`config.mk`:
```
export PLATFORM = sky130hd
export DESIGN_NAME = pwm_deadtime
export DESIGN_NICKNAME = d
export VERILOG_FILES = /design/src/rtl/pwm_pkg.sv /design/src/rtl/pwm_dt_counter.sv /design/src/rtl/pwm_deadtime.sv
export SDC_FILE = /design/constraint.sdc
export NUM_CORES = 1
export LEC_CHECK = 0
export BUFFER_PORTS_ARGS = -buffer_cell sky130_fd_sc_hd__buf_4
export CORE_ASPECT_RATIO = 2
export CORE_MARGIN = 5
export CORE_UTILIZATION = 32
export CTS_CLUSTER_SIZE = 28
export DETAILED_ROUTE_END_ITERATION = 10
export PLACE_DENSITY = 0.59
export SLEW_MARGIN = 20
export SYNTH_ARGS = -nofsm -noshare
export SYNTH_HDL_FRONTEND = slang
export SYNTH_SLANG_ARGS = --single-unit
```
`constraint.sdc`:
```
create_clock -name clk -period 1.9 [get_ports clk]
set_input_delay 0.095 -clock clk [delete_from_list [all_inputs] [get_ports clk]]
set_output_delay 0.095 -clock clk [all_outputs]
set_load 0.05 [all_outputs]
```
`src/rtl/pwm_pkg.sv`:
```
// Shared types and helpers for the complementary PWM dead-time inserter.
package pwm_pkg;

  localparam int unsigned DT_WIDTH_DEF = 8;

  typedef enum logic [1:0] {
    ST_OFF = 2'd0,
    ST_DT  = 2'd1,
    ST_HI  = 2'd2,
    ST_LO  = 2'd3
  } pwm_state_e;

  // A zero dead time still yields one both-off cycle, so the load value is max(dt,1)-1.
  function automatic int unsigned dt_load_val(input int unsigned dt);
    return (dt == 0) ? 0 : dt - 1;
  endfunction

endpackage

```
`src/rtl/pwm_dt_counter.sv`:
```
// Loadable down-counter with a zero flag, used to time the both-off interval.
module pwm_dt_counter #(
  parameter int unsigned W = 8
) (
  input  logic         i_clk,
  input  logic         i_rst,
  input  logic         i_load,
  input  logic [W-1:0] i_load_val,
  input  logic         i_dec,
  output logic         o_zero
);

  logic [W-1:0] r_cnt;

  always_ff @(posedge i_clk or posedge i_rst) begin
    if (i_rst)       r_cnt <= '0;
    else if (i_load) r_cnt <= i_load_val;
    else if (i_dec)  r_cnt <= r_cnt - W'(1);
  end

  assign o_zero = (r_cnt == '0);

endmodule

```
`src/rtl/pwm_deadtime.sv`:
```
// Converts one PWM waveform into a high/low gate-drive pair with dead time,
// short-pulse absorption and a latched fault shutdown.
module pwm_deadtime
  import pwm_pkg::*;
#(
  parameter int unsigned DT_WIDTH = DT_WIDTH_DEF
) (
  input  logic                clk,
  input  logic                reset,
  input  logic                pwm_in,
  input  logic                enable,
  input  logic [DT_WIDTH-1:0] dead_time,
  input  logic                fault,
  input  logic                fault_clr,
  output logic                pwm_hi,
  output logic                pwm_lo,
  output logic                in_deadtime,
  output logic                fault_latched
);

  pwm_state_e          r_state;
  logic                r_hi;
  logic                r_lo;
  logic                r_dt;
  logic                r_fault;
  logic                w_norm;
  logic                w_load;
  logic                w_dec;
  logic                w_zero;
  logic [DT_WIDTH-1:0] w_load_val;

  // Normal transitions only happen when no fault is pending or latched and the block is enabled.
  assign w_norm     = !fault && !r_fault && enable;
  assign w_load     = w_norm && ((r_state == ST_OFF) ||
                                 (r_state == ST_HI && !pwm_in) ||
                                 (r_state == ST_LO &&  pwm_in));
  assign w_dec      = w_norm && (r_state == ST_DT) && !w_zero;
  assign w_load_val = DT_WIDTH'(dt_load_val(32'(dead_time)));

  pwm_dt_counter #(.W(DT_WIDTH)) u_cnt (
    .i_clk      (clk),
    .i_rst      (reset),
    .i_load     (w_load),
    .i_load_val (w_load_val),
    .i_dec      (w_dec),
    .o_zero     (w_zero)
  );

  always_ff @(posedge clk or posedge reset) begin
    if (reset) begin
      r_state <= ST_OFF;
      r_hi    <= 1'b0;
      r_lo    <= 1'b0;
      r_dt    <= 1'b0;
      r_fault <= 1'b0;
    end else if (fault) begin
      r_state <= ST_OFF;
      r_hi    <= 1'b0;
      r_lo    <= 1'b0;
      r_dt    <= 1'b0;
      r_fault <= 1'b1;
    end else if (r_fault) begin
      // Clearing only releases the latch; restart goes through OFF on a later edge.
      r_state <= ST_OFF;
      r_hi    <= 1'b0;
      r_lo    <= 1'b0;
      r_dt    <= 1'b0;
      if (fault_clr) r_fault <= 1'b0;
    end else if (!enable) begin
      r_state <= ST_OFF;
      r_hi    <= 1'b0;
      r_lo    <= 1'b0;
      r_dt    <= 1'b0;
    end else begin
      case (r_state)
        ST_OFF: begin
          r_state <= ST_DT;
          r_dt    <= 1'b1;
        end
        ST_DT: begin
          // Side is picked at expiry, so pulses shorter than the interval vanish.
          if (w_zero) begin
            r_dt <= 1'b0;
            if (pwm_in) begin
              r_state <= ST_HI;
              r_hi    <= 1'b1;
            end else begin
              r_state <= ST_LO;
              r_lo    <= 1'b1;
            end
          end
        end
        ST_HI: begin
          if (!pwm_in) begin
            r_state <= ST_DT;
            r_hi    <= 1'b0;
            r_dt    <= 1'b1;
          end
        end
        ST_LO: begin
          if (pwm_in) begin
            r_state <= ST_DT;
            r_lo    <= 1'b0;
            r_dt    <= 1'b1;
          end
        end
        default: begin
          r_state <= ST_OFF;
          r_hi    <= 1'b0;
          r_lo    <= 1'b0;
          r_dt    <= 1'b0;
        end
      endcase
    end
  end

  assign pwm_hi        = r_hi;
  assign pwm_lo        = r_lo;
  assign in_deadtime   = r_dt;
  assign fault_latched = r_fault;

endmodule

```
[Yosys cells after proc, flatten, opt, wreduce, memory -nomap -nowiden]
Index checks and enable logic that the tools add are counted.
Storage, ports and cells
  register bits after elaboration: 14
  bits in latches: 0
  RAM bits: 0
  ROM bits: 0
  output and inout bits: 4
  word-level logic and storage cells: 71
  memories kept: 0
Cells by class
  $add $sub $neg: 2
  multipliers: 0
  divide/modulo/power cells: 0
  magnitude comparators: 0
  equality and inequality tests: 10
  shifts and indexed selects: 0
  multiplexer cells: 33
  bitwise gates (word level): 0
  reductions and logical operators: 20
Operators with widths (count)
  $ne 5x5->1 const B: 5
  $mux 8: 3
  $mux 1: 20
  $logic_not 8->1: 2
  $sub 8x1->8 const B: 2
  $mux 2: 6
  $ne 5x1->1 const B: 2
  $pmux 2 s4: 1
  $reduce_and 4->1: 2
  $logic_and 1x1->1: 7
  $eq 2x2->1 const B: 2
  $logic_not 1->1: 4
  $pmux 1 s2: 2
  $pmux 1 s4: 1
  $reduce_and 3->1: 1
  $eq 2x1->1 const B: 1
  $logic_not 2->1: 1
  $logic_or 1x1->1: 2
  $reduce_bool 2->1: 1

[Logic depth before layout (Yosys ltp)]
  depth in word-level cells: 7
  gate-level depth with buffers: 8

[Hierarchy]
A second synthesis with hierarchy kept.
Second synthesis, totals
  cell total of the unflattened synthesis: 118
  area total of the unflattened synthesis: 1012.2 um2
Modules (own cells, without submodules)
  pwm_deadtime: times used 1, cells an instance 63, area each 525.5 um2, sequential area each 150.1 um2
  pwm_dt_counter: times used 1, cells an instance 55, area each 486.7 um2, sequential area each 200.2 um2

[Least setup slack after synthesis]
Ideal clock, no wire load.
  kind: flip-flop to flip-flop
  start point: register r_fault, in the netlist fault_latched
  end point: register u_cnt.r_cnt[4]
  setup time: 0.082 ns
  arrival time: 1.796 ns
  data required time: 1.818 ns
  setup slack: 0.022 ns
  cell stages (with the launch flop): 8
  path through: dfrtp_1 > or3b_1 > buf_2 > a211oi_2 > buf_4 > nand3_1 > xor2_1 > o22ai_1
Between the ends
  longest elaborated chain between the ends: 6
Ends and longest elaborated chain
  from (decl): RTL line pwm_deadtime.sv:25  | logic r_fault;
  from (signal assigned): RTL line pwm_deadtime.sv:55  | r_fault <= 1'b0;
  from (signal assigned): RTL line pwm_deadtime.sv:61  | r_fault <= 1'b1;
  from (signal assigned): RTL line pwm_deadtime.sv:68  | if (fault_clr) r_fault <= 1'b0;
  $logic_not 1->1 *: RTL line pwm_deadtime.sv:33  | assign w_norm = !fault && !r_fault && enable;
  $logic_and 1x1->1 * (2 in series): RTL line pwm_deadtime.sv:33
  $logic_and 1x1->1 (2 in series): RTL line pwm_deadtime.sv:37  | assign w_dec = w_norm && (r_state == ST_DT) && !w_zero;
  $reduce_bool 2->1 (no line)
  to (signal assigned): RTL line pwm_dt_counter.sv:17  | else if (i_load) r_cnt <= i_load_val;
  to (signal assigned): RTL line pwm_dt_counter.sv:18  | else if (i_dec) r_cnt <= r_cnt - W'(1);
  to (decl): RTL line pwm_dt_counter.sv:13  | logic [W-1:0] r_cnt;
Every way passes the cells marked *; elsewhere a longest branch is shown, timed or not.
A chain may end at the register's enable or synchronous reset.

[Worst setup path in the final report]
  start point: register u_cnt.r_cnt[0]
  end point: register r_state[0]
Between the ends
  longest elaborated chain between the ends: 3
Ends and longest elaborated chain
  $logic_not 8->1: RTL line pwm_dt_counter.sv:21  | assign o_zero = (r_cnt == '0);
  $ne 5x5->1 (no line)
  $reduce_and 3->1 (no line)
  to (signal assigned): RTL line pwm_deadtime.sv:51  | r_state <= ST_OFF;
  to (signal assigned): RTL line pwm_deadtime.sv:57  | r_state <= ST_OFF;
  to (signal assigned): RTL line pwm_deadtime.sv:64  | r_state <= ST_OFF;
  to (decl): RTL line pwm_deadtime.sv:21  | pwm_state_e r_state;
No other way between the ends.

==> impl_metrics.json <==
{
  "switching_share_pct": 30.54,
  "pin_count": 18,
  "synthCells": 114,
  "n_antenna_cell": 0,
  "power.switching_uw": 290.7,
  "drive_gt1_share_pct": 32.61,
  "clock_latency_ns": 0.25,
  "ant_nets": 0,
  "finalNonFillerCells": 169,
  "synth_top_family_by_area": "compound AO/OA/AOI/OAI gates",
  "vdd_drop_max_mv": 0.3186,
  "ctsRootBufferMaster": "clkbuf_8",
  "power_density_nw_per_um2": 730.1,
  "synth_top_area_share_pct": 33.98,
  "yosys.area_share.adder_pct": 4.854,
  "tritoncts": "done",
  "synth_edf_count": 0,
  "worstPathMaxFanout": 6,
  "pwr-share-comb_pct": 28.8,
  "seq_area_frac_synth_pct": 33.98,
  "ys_ff_latch": 14,
  "worstMarginPinSlew_ns": 0.5431,
  "setup_viol": 0,
  "start_util_pct": 32.66,
  "clock_skew_ns": 0.005173,
  "regArea_sq_um": 350.3,
  "fillCellCount": 311,
  "power.leakage_nw": 0.5852,
  "nets": 157,
  "row_count": 29,
  "cts.sinks": 14,
  "synth_cell_types": 46,
  "critical_path_class": "flip-flop to flip-flop",
  "dieArea_sq_um": 4526,
  "synth_compound_area_share_pct": 23.67,
  "power_uw": 951.8,
  "startpoint_type": "flip-flop",
  "fin_util_pct": 41.30,
  "wl_per_cell_um": 14.05,
  "synth_flop_cell": "dfrtp_1",
  "synth-xor-area-share_pct": 7.646,
  "numCtsBuffers": 3,
  "synth.area.top_cells": "dfrtp_1 34%, ha_1 4.9%, xor2_1 4.2%, inv_1 3.6%, xnor2_1 3.4%",
  "viasPerCell": 5.385,
  "yosysTopAreaCell": "dfrtp_1",
  "period_share_pct": 96.16,
  "layout_min_cycle_time_ns": 1.827,
  "coreArea_sq_um": 3157,
  "placed_cells": 162,
  "first_pass_iters": 4,
  "synthMuxAreaShare_pct": 0.9709,
  "fmax_mhz": 547.3,
  "grt_usage_pct": 11.35,
  "relSlewSlack_pct": 63.75,
  "route.detailed.drc": 0,
  "ys_warn_count": 0,
  "portBuffers": 17,
  "yosys.area_share.simple_pct": 21.84,
  "wirelength_mm": 2.374,
  "grt_max_degree": 15,
  "final_cell_mix": "25 x buf_4, 14 x dfrtp_1, 8 x nor2_1, 8 x inv_1",
  "grt_antenna_before_repair": 0,
  "hold_viol": 0,
  "worstPathArrival_ns": 1.95,
  "pwr-share-clk_pct": 30.7,
  "drt_iter0_drc": 3,
  "layout_commonest_cell": "buf_4",
  "cap_violations": 0,
  "synth_area_sq_um": 1031,
  "hold_class": "input port to flip-flop",
  "die_y_um": 90.27,
  "htreeDepth": 1,
  "p_int_uw": 661.1,
  "cp-end-kind": "flip-flop",
  "cp_data_required_time_ns": 2.02,
  "gr-total-overflow": 0,
  "grt_pass1_wl_mm": 3.960,
  "syn_avg_cell_area_sq_um": 9.044,
  "vias": 910,
  "power_frac_seq_pct": 40.5,
  "multi_input_area_sq_um": 624.3,
  "gp_congestion": 0.7436,
  "clock_path_buffers": 2,
  "syn_nets": 132,
  "hold_ws_ns": 0.03734,
  "area_delta_synth_final_pct": 26.46,
  "synth-async-reset-ratio_pct": 100.0,
  "path_clk_slew_ns": 0.05,
  "status": "complete, no violations",
  "drv_slew": 0,
  "place_hpwl_mm": 1.944,
  "grt_pass1_vias": 884,
  "die_w_um": 50.14
}
## kinds of logic (layout without fill, tap and decap cells)
kind of cell / count (synthesis) / count (layout)
compound gates: 33 / 33
buf+inv: 16 / 40
simple gates: 37 / 37
fa+ha+maj: 4 / 4
flops: 14 / 14
xor+xnor: 9 / 9
mux: 1 / 1
## registers in the layout, summed over array words and instances (netlist names)
register,count
u_cnt.r_cnt,8
r_state,2
fault_latched,1
in_deadtime,1
pwm_hi,1
pwm_lo,1
## worst max-delay path: stages (launching register included)
cell and delay (ns):
dfrtp_1 0.42, inv_2 0.08, ha_1 0.15, nor4b_4 0.28
a211oi_4 0.13, buf_4 0.18, or2_2 0.28, o21ai_0 0.09
a21oi_1 0.09
## through the flow
stage,cell area [sq um],setup TNS [ns],worst slack [ns]
2_1_floorplan,1031,0,0.02205
3_3_place_gp,1207,0,0.02434
3_5_place_dp,1207,-0.005808,-0.005808
4_1_cts,1281,0,0.02034
5_1_grt,1304,-0.003991,-0.003991
6_report,1304,0,0.07295
## area by class of cell
class | count | share of cell area, %
clock buffers | 4 | 4.223
inverters | 10 | 2.879
multi-input cells | 84 | 47.89
flip-flops and latches | 14 | 26.87
well taps | 31 | 2.975
repair buffers | 26 | 15.16
## per-layer routing
layer | vias to the layer above | track usage, % | share of wire, %
li1 | 450 | - | -
met1 | 439 | 11.20 | 36
met2 | 16 | 21.01 | 58
met3 | 5 | 1.983 | 3.4
met4 | 0 | 5.908 | 2.5
met5 | - | 0 | 0
## Yosys cell counts, drive strengths merged, types with 2 or more instances
master    n
nor3      3
a31oi     3
xor2      5
a21oi     4
o31a      2
buf       3
nand3     3
or3       4
o21a      3
o22ai     5
dfrtp    14
or2       2
inv      10
a31o      2
ha        4
o21ai     4
a2bb2oi   2
a211oi    2
xnor2     4
nand2     5
a21o      2
clkbuf    3
nor2      9
nand2b    3
## power groups by stage
stage	registers [mW]	logic, mW	clock network [mW]
detailed placement	0.386	0.245	0
CTS	0.385	0.255	0.301
finish	0.385	0.274	0.293
global route	0.393	0.307	0.316
floorplan	0.379	0.163	0
global placement	0.385	0.242	0
## path summary, 6_finish.rpt
check	start	slack, ns	endpoint	cells after the start
min in group asynchronous	reset	0.44	u_cnt.r_cnt[2]	3
worst min-delay path	fault	0.04	fault_latched	2
worst min register to register	fault_latched	0.50	fault_latched	1
worst max-delay path	u_cnt.r_cnt[0]	0.07	r_state[0]	8
worst max register to register	u_cnt.r_cnt[0]	0.07	r_state[0]	8
max in group asynchronous	reset	1.09	fault_latched	3
## repair_timing
item,CTS,global route
gates resized for setup,1,3
setup buffers,0,2
setup endpoints to repair,4,8
hold buffers,1,0
pin swaps,0,1
endpoints found under the hold margin,14,0
Power figures use the tool's default switching activity.
